File: src/rtl/ipf_pkg.sv
// Shared constants and types for the IPF LCU scheduler: FSM states, the
// parameter-word field layout and pixel-count constants.
package ipf_pkg;

   localparam int IMG_AW = 14;
   localparam int PRM_AW = 6;

   localparam int LCU_PIX = 256;
   localparam logic [IMG_AW-1:0] LAST_PIX = 14'h3FFF;

   // Field positions inside the 24-bit parameter word
   localparam int PRM_TYPE_LSB = 22;
   localparam int PRM_BAND_LSB = 17;
   localparam int PRM_WO_BIT   = 16;
   localparam int PRM_OFS_LSB  = 0;

   typedef enum logic [2:0] {
      ST_IDLE   = 3'd0,
      ST_PRM0   = 3'd1,
      ST_PRM1   = 3'd2,
      ST_STREAM = 3'd3,
      ST_DRAIN  = 3'd4
   } state_e;

endpackage

File: src/rtl/ipf_skid_buf.sv
// One-entry 8-bit skid register: holds the memory word that returns while the
// consumer is stalled and presents it ahead of any newer word.
module ipf_skid_buf (
   input  logic       clk,
   input  logic       reset,
   input  logic       inValid_i,
   input  logic [7:0] inData_i,
   input  logic       outReady_i,
   output logic       outValid_o,
   output logic [7:0] outData_o
);

   logic       full_q, full_d;
   logic [7:0] data_q, data_d;

   assign outValid_o = full_q | inValid_i;
   assign outData_o  = full_q ? data_q : inData_i;

   always_comb begin
      full_d = full_q;
      data_d = data_q;
      if (outReady_i) begin
         if (full_q) begin
            full_d = inValid_i;
            data_d = inData_i;
         end
      end else if (inValid_i && !full_q) begin
         full_d = 1'b1;
         data_d = inData_i;
      end
   end

   always_ff @(posedge clk) begin
      if (!reset) begin
         full_q <= 1'b0;
         data_q <= '0;
      end else begin
         full_q <= full_d;
         data_q <= data_d;
      end
   end

endmodule

File: src/rtl/ipf_lcu_sched.sv
// Streams a 128x128 image in LCU-raster order into the IPF core, with per-LCU
// parameters, busy back-pressure and a bounded wait for the core's finish.
module ipf_lcu_sched
   import ipf_pkg::*;
#(
   parameter int LCU_LOG2  = 4,
   parameter int GRID_LOG2 = 3,
   parameter int DRAIN_TO  = 4096
) (
   input  logic              clk,
   input  logic              reset,
   input  logic              start,
   output logic [IMG_AW-1:0] img_addr,
   input  logic [7:0]        img_data,
   output logic [PRM_AW-1:0] prm_addr,
   input  logic [23:0]       prm_data,
   output logic              in_en,
   output logic [7:0]        din,
   output logic [1:0]        ipf_type,
   output logic [4:0]        ipf_band_pos,
   output logic              ipf_wo_class,
   output logic [15:0]       ipf_offset,
   output logic [2:0]        lcu_x,
   output logic [2:0]        lcu_y,
   output logic [1:0]        lcu_size,
   input  logic              busy,
   input  logic              finish,
   output logic              done,
   output logic              err
);

   localparam int PIX_W  = 2 * (LCU_LOG2 + GRID_LOG2);
   localparam int LX_LSB = 2 * LCU_LOG2;
   localparam int LY_LSB = 2 * LCU_LOG2 + GRID_LOG2;
   localparam logic [LX_LSB-1:0] PREFETCH_PIX = LX_LSB'(LCU_PIX - 2);
   localparam logic [12:0]       DRAIN_LAST   = 13'(DRAIN_TO - 1);

   state_e              state_q, state_d;
   logic [PIX_W-1:0]    issueCnt_q, issueCnt_d;
   logic [PIX_W-1:0]    outCnt_q, outCnt_d;
   logic                issueVld_q, issueVld_d;
   logic                retVld_q, retVld_d;
   logic [PRM_AW-1:0]   prmAddr_q, prmAddr_d;
   logic [1:0]          prmPend_q, prmPend_d;
   logic [23:0]         shadow_q, shadow_d;
   logic [23:0]         prmOut_q, prmOut_d;
   logic [2:0]          lcuX_q, lcuX_d;
   logic [2:0]          lcuY_q, lcuY_d;
   logic                inEn_q, inEn_d;
   logic [7:0]          din_q, din_d;
   logic [12:0]         drainCnt_q, drainCnt_d;
   logic                done_q, done_d;
   logic                err_q, err_d;

   logic                skidValid;
   logic [7:0]          skidData;
   logic                streaming;
   logic                issueOk;
   logic                emit;

   assign streaming = (state_q == ST_STREAM);
   assign issueOk   = streaming && issueVld_q && !busy;
   assign emit      = streaming && !busy && skidValid;

   ipf_skid_buf u_skid (
      .clk        (clk),
      .reset      (reset),
      .inValid_i  (retVld_q),
      .inData_i   (img_data),
      .outReady_i (streaming && !busy),
      .outValid_o (skidValid),
      .outData_o  (skidData)
   );

   // A stalled issue is cancelled and the same address re-read, so at most one word needs skidding
   always_comb begin
      state_d    = state_q;
      issueCnt_d = issueCnt_q;
      outCnt_d   = outCnt_q;
      issueVld_d = issueVld_q;
      retVld_d   = 1'b0;
      prmAddr_d  = prmAddr_q;
      prmPend_d  = {prmPend_q[0], 1'b0};
      shadow_d   = prmPend_q[1] ? prm_data : shadow_q;
      prmOut_d   = prmOut_q;
      lcuX_d     = lcuX_q;
      lcuY_d     = lcuY_q;
      inEn_d     = 1'b0;
      din_d      = din_q;
      drainCnt_d = drainCnt_q;
      done_d     = 1'b0;
      err_d      = err_q;
      case (state_q)
         ST_IDLE: begin
            if (start) begin
               err_d     = 1'b0;
               prmAddr_d = '0;
               state_d   = ST_PRM0;
            end
         end
         ST_PRM0: state_d = ST_PRM1;
         ST_PRM1: begin
            shadow_d   = prm_data;
            issueCnt_d = '0;
            outCnt_d   = '0;
            issueVld_d = 1'b1;
            state_d    = ST_STREAM;
         end
         ST_STREAM: begin
            retVld_d = issueOk;
            if (issueOk) begin
               issueCnt_d = issueCnt_q + 1'b1;
               if (issueCnt_q == LAST_PIX) issueVld_d = 1'b0;
               if (issueCnt_q[LX_LSB-1:0] == PREFETCH_PIX) begin
                  prmAddr_d    = issueCnt_q[PIX_W-1:LX_LSB] + 1'b1;
                  prmPend_d[0] = 1'b1;
               end
            end
            // LCU parameters switch together with the first pixel of each LCU
            if (emit) begin
               inEn_d   = 1'b1;
               din_d    = skidData;
               outCnt_d = outCnt_q + 1'b1;
               if (outCnt_q[LX_LSB-1:0] == '0) begin
                  prmOut_d = shadow_q;
                  lcuX_d   = outCnt_q[LY_LSB-1:LX_LSB];
                  lcuY_d   = outCnt_q[PIX_W-1:LY_LSB];
               end
               if (outCnt_q == LAST_PIX) begin
                  drainCnt_d = '0;
                  state_d    = ST_DRAIN;
               end
            end
         end
         ST_DRAIN: begin
            if (finish) begin
               done_d  = 1'b1;
               state_d = ST_IDLE;
            end else if (drainCnt_q == DRAIN_LAST) begin
               err_d   = 1'b1;
               state_d = ST_IDLE;
            end else begin
               drainCnt_d = drainCnt_q + 13'd1;
            end
         end
         default: state_d = ST_IDLE;
      endcase
   end

   always_ff @(posedge clk) begin
      if (!reset) begin
         state_q    <= ST_IDLE;
         issueCnt_q <= '0;
         outCnt_q   <= '0;
         issueVld_q <= 1'b0;
         retVld_q   <= 1'b0;
         prmAddr_q  <= '0;
         prmPend_q  <= '0;
         shadow_q   <= '0;
         prmOut_q   <= '0;
         lcuX_q     <= '0;
         lcuY_q     <= '0;
         inEn_q     <= 1'b0;
         din_q      <= '0;
         drainCnt_q <= '0;
         done_q     <= 1'b0;
         err_q      <= 1'b0;
      end else begin
         state_q    <= state_d;
         issueCnt_q <= issueCnt_d;
         outCnt_q   <= outCnt_d;
         issueVld_q <= issueVld_d;
         retVld_q   <= retVld_d;
         prmAddr_q  <= prmAddr_d;
         prmPend_q  <= prmPend_d;
         shadow_q   <= shadow_d;
         prmOut_q   <= prmOut_d;
         lcuX_q     <= lcuX_d;
         lcuY_q     <= lcuY_d;
         inEn_q     <= inEn_d;
         din_q      <= din_d;
         drainCnt_q <= drainCnt_d;
         done_q     <= done_d;
         err_q      <= err_d;
      end
   end

   assign img_addr     = {issueCnt_q[PIX_W-1:LY_LSB], issueCnt_q[LX_LSB-1:LCU_LOG2],
                          issueCnt_q[LY_LSB-1:LX_LSB], issueCnt_q[LCU_LOG2-1:0]};
   assign prm_addr     = prmAddr_q;
   assign in_en        = inEn_q;
   assign din          = din_q;
   assign ipf_type     = prmOut_q[PRM_TYPE_LSB +: 2];
   assign ipf_band_pos = prmOut_q[PRM_BAND_LSB +: 5];
   assign ipf_wo_class = prmOut_q[PRM_WO_BIT];
   assign ipf_offset   = prmOut_q[PRM_OFS_LSB +: 16];
   assign lcu_x        = lcuX_q;
   assign lcu_y        = lcuY_q;
   assign lcu_size     = 2'd0;
   assign done         = done_q;
   assign err          = err_q;

endmodule

File: config.mk
export PLATFORM = sky130hd
export DESIGN_NAME = ipf_lcu_sched
export DESIGN_NICKNAME = d
export VERILOG_FILES = /design/src/rtl/ipf_pkg.sv /design/src/rtl/ipf_skid_buf.sv /design/src/rtl/ipf_lcu_sched.sv
export SDC_FILE = /design/constraint.sdc
export NUM_CORES = 1
export LEC_CHECK = 0
export ABC_CLOCK_PERIOD_IN_PS = 3900
export CAP_MARGIN = 25
export CORE_ASPECT_RATIO = 0.8
export CORE_MARGIN = 4
export CORE_UTILIZATION = 45
export DETAILED_ROUTE_END_ITERATION = 10
export PLACE_DENSITY = 0.7
export SETUP_SLACK_MARGIN = 0.05
export SLEW_MARGIN = 25
export SYNTH_ARGS = -nofsm -noshare
export SYNTH_HDL_FRONTEND = slang
export SYNTH_HIERARCHICAL = 1
export SYNTH_SLANG_ARGS = --single-unit
File: constraint.sdc
create_clock -name clk -period 3.9 [get_ports clk]
set_input_delay 0.78 -clock clk [delete_from_list [all_inputs] [get_ports clk]]
set_output_delay 0.78 -clock clk [all_outputs]
set_load 0.02 [all_outputs]
Word level (Yosys, flattened, before mapping)
Cells that the tools add are included.

word-level totals
  bits in registers = 128
  bits in latches = 0
  RAM bits = 0
  memory bits (read-only) = 0
  bits of input ports = 37
  word-level logic and storage cells = 109
  memories = 0

cells by class
  add/subtract/negate cells = 4
  multipliers = 0
  div/mod/pow operators = 0
  magnitude comparators = 0
  eq/ne operators = 19
  shift-type cells = 0
  multiplexer cells = 38
  bitwise logic cells = 1
  reduce and logical (&&, ||, !) cells = 28

operator list
  cell                     count
  $pmux W14 S2             2
  $mux W13                 4
  $mux W24                 2
  $mux W8                  4
  $add A14 B1 Y14 const B  2
  $eq A14 B14 Y1 const B   2
  $mux W14                 2
  $pmux W13 S2             1
  $mux W6                  3
  $mux W3                  5
  $pmux W3 S5              1
  $add A13 B1 Y13 const B  1
  $eq A13 B12 Y1 const B   1
  $pmux W6 S2              1
  $reduce_and A2 Y1        6
  $reduce_and A4 Y1        3
  $reduce_bool A2 Y1       6
  $mux W1                  11
  $ne A2 B1 Y1 const B     5
  $ne A2 B2 Y1 const B     5
  $reduce_and A3 Y1        3
  $eq A8 B8 Y1 const B     1
  $logic_not A8 Y1         1
  $add A6 B1 Y6 const B    1
  10 further kinds         17

Logic depth before layout (Yosys ltp)
  depth after elaboration = 5
  gate-level depth with buffers = 9
  depth with buffers taken out = 7

Hierarchy
Netlist, hierarchy kept.

modules (own cells, without submodules)
  module         instances  cells an instance  area each (sq um)
  ipf_lcu_sched  1          563                4888.4
  ipf_skid_buf   1          61                 604.3

Worst setup path before layout
OpenSTA, ideal clock, no wires.

  kind = input-to-reg
  start = in busy
  end = reg outCnt_q[8]
  library setup time = 0.070 ns
  data arrival time = 2.068 ns
  path slack = 1.762 ns
  stages on the path = 6
  path buffers = 1
  path through = nand2b_1 a21oi_1 or3b_1 clkbuf_1 or3_1 a21oi_1

on the way
  cells in the longest elaborated chain, start to end = 5

ends and longest elaborated chain
  element                           RTL line              text
  start, declared                   ipf_lcu_sched.sv:26   input logic busy,
  $logic_not A1 Y1                  ipf_lcu_sched.sv:63   assign emit = streaming && !busy && skidValid;
  $logic_and A1 B1 Y1 (2 in a row)  ipf_lcu_sched.sv:63
  $ne A2 B1 Y1 (no line)            n/a
  $reduce_and A2 Y1 (no line)       n/a
  end signal, assigned              ipf_lcu_sched.sv:171  outCnt_q <= outCnt_d;
  end, declared                     ipf_lcu_sched.sv:40   logic [PIX_W-1:0] outCnt_q, outCnt_d;

Every way passes these cells.
A chain may end at the register's enable or synchronous reset.

Final worst setup path
  start = reg state_q[0]
  end = reg u_skid.data_q[4]

on the way
  cells in the longest elaborated chain, start to end = 4
  elaborated cells between the ends (all ways) = 6

ends and longest elaborated chain
  element                                                       RTL line              text
  start, declared                                               ipf_lcu_sched.sv:38   state_e state_q, state_d;
  start signal, assigned                                        ipf_lcu_sched.sv:169  state_q <= state_d;
  $eq A3 B2 Y1 *                                                ipf_lcu_sched.sv:61   assign streaming = (state_q == ST_STREAM);
  $logic_and A1 B1 Y1 *                                         ipf_lcu_sched.sv:70   .outReady_i (streaming && !busy),
  $ne A2 B2 Y1 (no line) or $reduce_bool A2 Y1 (tied branches)  n/a
  $reduce_and A2 Y1 (no line)                                   n/a
  end signal, assigned                                          ipf_skid_buf.sv:39    data_q <= data_d;
  end, declared                                                 ipf_skid_buf.sv:14    logic [7:0] data_q, data_d;

Mark *: on every way between the ends. The rest lies on a longest branch, timed or not.

==> flow_summary.json <==
{
  "n_antenna_cell": 0,
  "ys_ff_latch": 128,
  "cts_root_buf": "sky130_fd_sc_hd__clkbuf_16",
  "cts_hold_buf": 0,
  "grt_remaining_overflow": 0,
  "post_synth_most_frequent_cells": "sky130_fd_sc_hd__dfxtp_1 (128), sky130_fd_sc_hd__nand2_1 (94), sky130_fd_sc_hd__nor2_1 (67)",
  "status": "complete, no violations",
  "grt_first_pass_wirelength_mm": 21.4,
  "netlist_instances": 624,
  "synthDominantCellAreaShare_pct": 46.7,
  "crit_fanout": 16,
  "die_h_um": 107,
  "final.min_clock_period_ns": 3.01,
  "synth_seq_area_share_pct": 46.7,
  "worst-r2r-setup-slack_ns": 0.89,
  "numPortBuffers": 97,
  "synth_ff_type": "sky130_fd_sc_hd__dfxtp_1",
  "slew_headroom_pct": 38.0,
  "report.final.setup_viol": 0,
  "maximum_capacitance_violations": 0,
  "clock_latency_on_the_worst_skew_pair_ns": 0.41,
  "syn_area_per_cell_um2": 8.80,
  "clkTransAtPathRegs_ns": 0.06,
  "num_vias": 4619,
  "layout-drive-gt1-share_pct": 8.45,
  "maxSlewViolCount": 0,
  "cts_post_setup_buffers_inserted": 0,
  "design.portCount": 100,
  "synth_most_common_cell": "sky130_fd_sc_hd__dfxtp_1",
  "timing.final.crit_share_pct": 77.1,
  "synth.top_cells.by_area": "sky130_fd_sc_hd__dfxtp_1 (47%), sky130_fd_sc_hd__mux2i_1 (7.3%), sky130_fd_sc_hd__nand2_1 (6.4%)",
  "worstPathRequired_ns": 4.16,
  "timing.clock.skew_ns": 0.00682,
  "placementRows": 35,
  "rr_worst_depth": 6,
  "gp_congestion": 0.859,
  "critPathTopFamily": "simple AND/OR/NAND/NOR gates",
  "cts_repair_resize_count": 0,
  "layout.nets": 752,
  "setup.worst_path.class": "reg -> reg",
  "cp_data_arrival_time_ns": 3.27,
  "non_filler_instance_count_after_layout": 870,
  "routed_wl_mm": 12.9,
  "grt_util_all_layers_pct": 18.3,
  "grt_setup_unrepaired": "false",
  "peakVddDrop_mv": 0.382,
  "critical_path.startpoint_type": "flop",
  "synth_cell_types": 56,
  "synth_async_sr_flop_share_pct": 0,
  "static-leakage-power_nw": 2.76,
  "crit_slowest_cell": "sky130_fd_sc_hd__nor2_1",
  "number_of_synthesized_flops_with_an_enable_pin": 0,
  "dp.cells": 838,
  "worstMarginPinSlew_ns": 0.927,
  "clock_sink_count": 128,
  "yosys_warnings": 6,
  "netlist_area_um2": 5490,
  "cts_buffers": 17,
  "worstHoldPathCells": 1,
  "yosys.area.top_type": "sky130_fd_sc_hd__dfxtp_1",
  "grt_antenna_before_repair": 0,
  "worstHoldPathType": "reg -> reg",
  "fin_util_pct": 60.7,
  "route.antenna.remaining_nets": 0,
  "wl_per_cell_um": 14.9,
  "core_region_area_um2": 11700,
  "largest_net_degree_at_the_start_of_global_routing": 83,
  "first_global_vias": 4551,
  "fp.dieArea_um2": 14000,
  "critPathCaptureType": "flop",
  "critical_path.cell_chain": "nand3b_1 > buf_4 > nor2_1 > nand2b_4 > mux2i_1 > a21oi_1",
  "fmax_ghz": 0.333,
  "total_iterations_of_the_first_detailed_routing_run": 5,
  "number_of_endpoints_with_negative_hold_slack_in_the_final_report": 0,
  "maximum_count_of_clock_buffers_along_a_single_path": 2,
  "detail_route.drc_violations": 0,
  "floorplan.initialDensity_pct": 46.8,
  "fin_tns_setup_ns": 0,
  "layout-area-overhead-vs-synth_pct": 29.8,
  "drt_first_iter_violations": 317,
  "cts.htree.levels": 4,
  "tritoncts": "done",
  "die-width_um": 132,
  "critical_path.n_buffers_inverters": 1,
  "p_per_area_nw_per_um2": 438,
  "avgViaCountPerCell": 5.31,
  "dp.final_hpwl_mm": 8.90,
  "cp.depth": 6,
  "highest_cell_delay_on_the_worst_timing_path_ns": 0.71
}
## path summary, 6_finish.rpt
kind,from,endpoint
max,state_q[0],u_skid/data_q[4]
min,prmPend_q[0],prmPend_q[1]
max reg2reg,state_q[0],u_skid/data_q[4]
min reg2reg,prmPend_q[0],prmPend_q[1]
## state kept, by name, indices dropped and copies added (netlist names)
signal and flops:
din 8, done 1, drainCnt_q 13, err 1
in_en 1, issueCnt_q 14, issueVld_q 1, lcu_x 3
lcu_y 3, outCnt_q 14, prmOut_q 24, prmPend_q 2
prm_addr 6, retVld_q 1, shadow_q 24, state_q 3
u_skid/data_q 8, u_skid/full_q 1
## logic make-up (layout without fill, tap and decap cells)
| kind of cell | Yosys count | count (layout) | share of synthesized area [%] |
|---|---|---|---|
| muxes | 56 | 56 | 10.6 |
| other | 1 | 2 | 0.0683 |
| adders and majority gates | 6 | 6 | 1.37 |
| AOI/OAI and AO/OA | 106 | 106 | 11.5 |
| xor gates and xnor gates | 24 | 24 | 3.83 |
| buffers and inverters | 48 | 145 | 4.17 |
| and+or+nand+nor | 255 | 255 | 21.9 |
| DFF | 128 | 128 | 46.7 |
## final cells by class
type,instances,area (um^2)
multi-input combinational,449,2720
fill,1003,4610
inverter,10,37.5
sequential,128,2560
tap,148,185
clock buffer,19,443
timing repair buffer,103,1020
clock inverter,13,160
## worst register-to-register path, delay by kind of cell, from the launching register on
family | cells | cell delay, ns
and+or+nand+nor | 3 | 1.52
DFF | 1 | 0.70
buffers and inverters | 1 | 0.30
muxes | 1 | 0.24
AOI/OAI and AO/OA | 1 | 0.11
## layer usage
metal,up-vias,share of wire [%],GRT usage [%]
met4,0,0.60,4.65
met3,8,4.0,5.53
met2,88,49,31.2
met5,-,0,0
met1,2211,46,22.8
li1,2312,-,-
## where the power goes
group	total, W	internal, W	leakage (nW)	switching [W]
combinational	0.000163	0.0000675	1.44	0.0000953
sequential	0.00135	0.00133	1.03	0.0000198
clock	0.00161	0.00102	0.294	0.000584
## cell usage in the layout (no fill, tap or decap), types with 3 or more instances in the layout
| cell | count |
|---|---|
| sky130_fd_sc_hd__and3_1 | 7 |
| sky130_fd_sc_hd__or3_1 | 12 |
| sky130_fd_sc_hd__inv_6 | 3 |
| sky130_fd_sc_hd__a21oi_1 | 64 |
| sky130_fd_sc_hd__nand3_1 | 22 |
| sky130_fd_sc_hd__a21o_1 | 4 |
| sky130_fd_sc_hd__nor3_1 | 7 |
| sky130_fd_sc_hd__buf_4 | 6 |
| sky130_fd_sc_hd__o21ai_0 | 15 |
| sky130_fd_sc_hd__and2_1 | 6 |
| sky130_fd_sc_hd__nor2_1 | 67 |
| sky130_fd_sc_hd__nand2b_1 | 3 |
| sky130_fd_sc_hd__ha_1 | 6 |
| sky130_fd_sc_hd__nand4_1 | 11 |
| sky130_fd_sc_hd__nand2_1 | 94 |
| sky130_fd_sc_hd__dfxtp_1 | 128 |
| sky130_fd_sc_hd__mux2i_1 | 40 |
| sky130_fd_sc_hd__bufinv_16 | 3 |
| sky130_fd_sc_hd__or4_1 | 3 |
| sky130_fd_sc_hd__clkdlybuf4s50_1 | 97 |
| sky130_fd_sc_hd__xor2_1 | 14 |
| sky130_fd_sc_hd__clkbuf_16 | 17 |
| sky130_fd_sc_hd__a31oi_1 | 3 |
| sky130_fd_sc_hd__nand3b_1 | 3 |
| sky130_fd_sc_hd__o21ai_1 | 4 |
| sky130_fd_sc_hd__xnor2_1 | 10 |
| sky130_fd_sc_hd__mux2_1 | 5 |
| sky130_fd_sc_hd__mux2_2 | 11 |
| sky130_fd_sc_hd__and4_1 | 3 |
| sky130_fd_sc_hd__clkinv_2 | 4 |
| sky130_fd_sc_hd__inv_1 | 9 |
## stage by stage
| step | area (um^2) | worst slack [ns] | total power (W) | hold WS (ns) |
|---|---|---|---|---|
| after floorplan | 5500 | 1.76 | 0.00147 | 0.412 |
| after global placement | 6520 | 0.990 | 0.00153 | 0.417 |
| after detailed placement | 6520 | 0.887 | 0.00154 | 0.417 |
| after CTS | 7130 | 0.967 | 0.00314 | 0.427 |
| after global routing | 7130 | 0.774 | 0.00323 | 0.470 |
| final | 7130 | 0.894 | 0.00312 | 0.427 |
No activity file was read; power rests on OpenSTA's default activity.
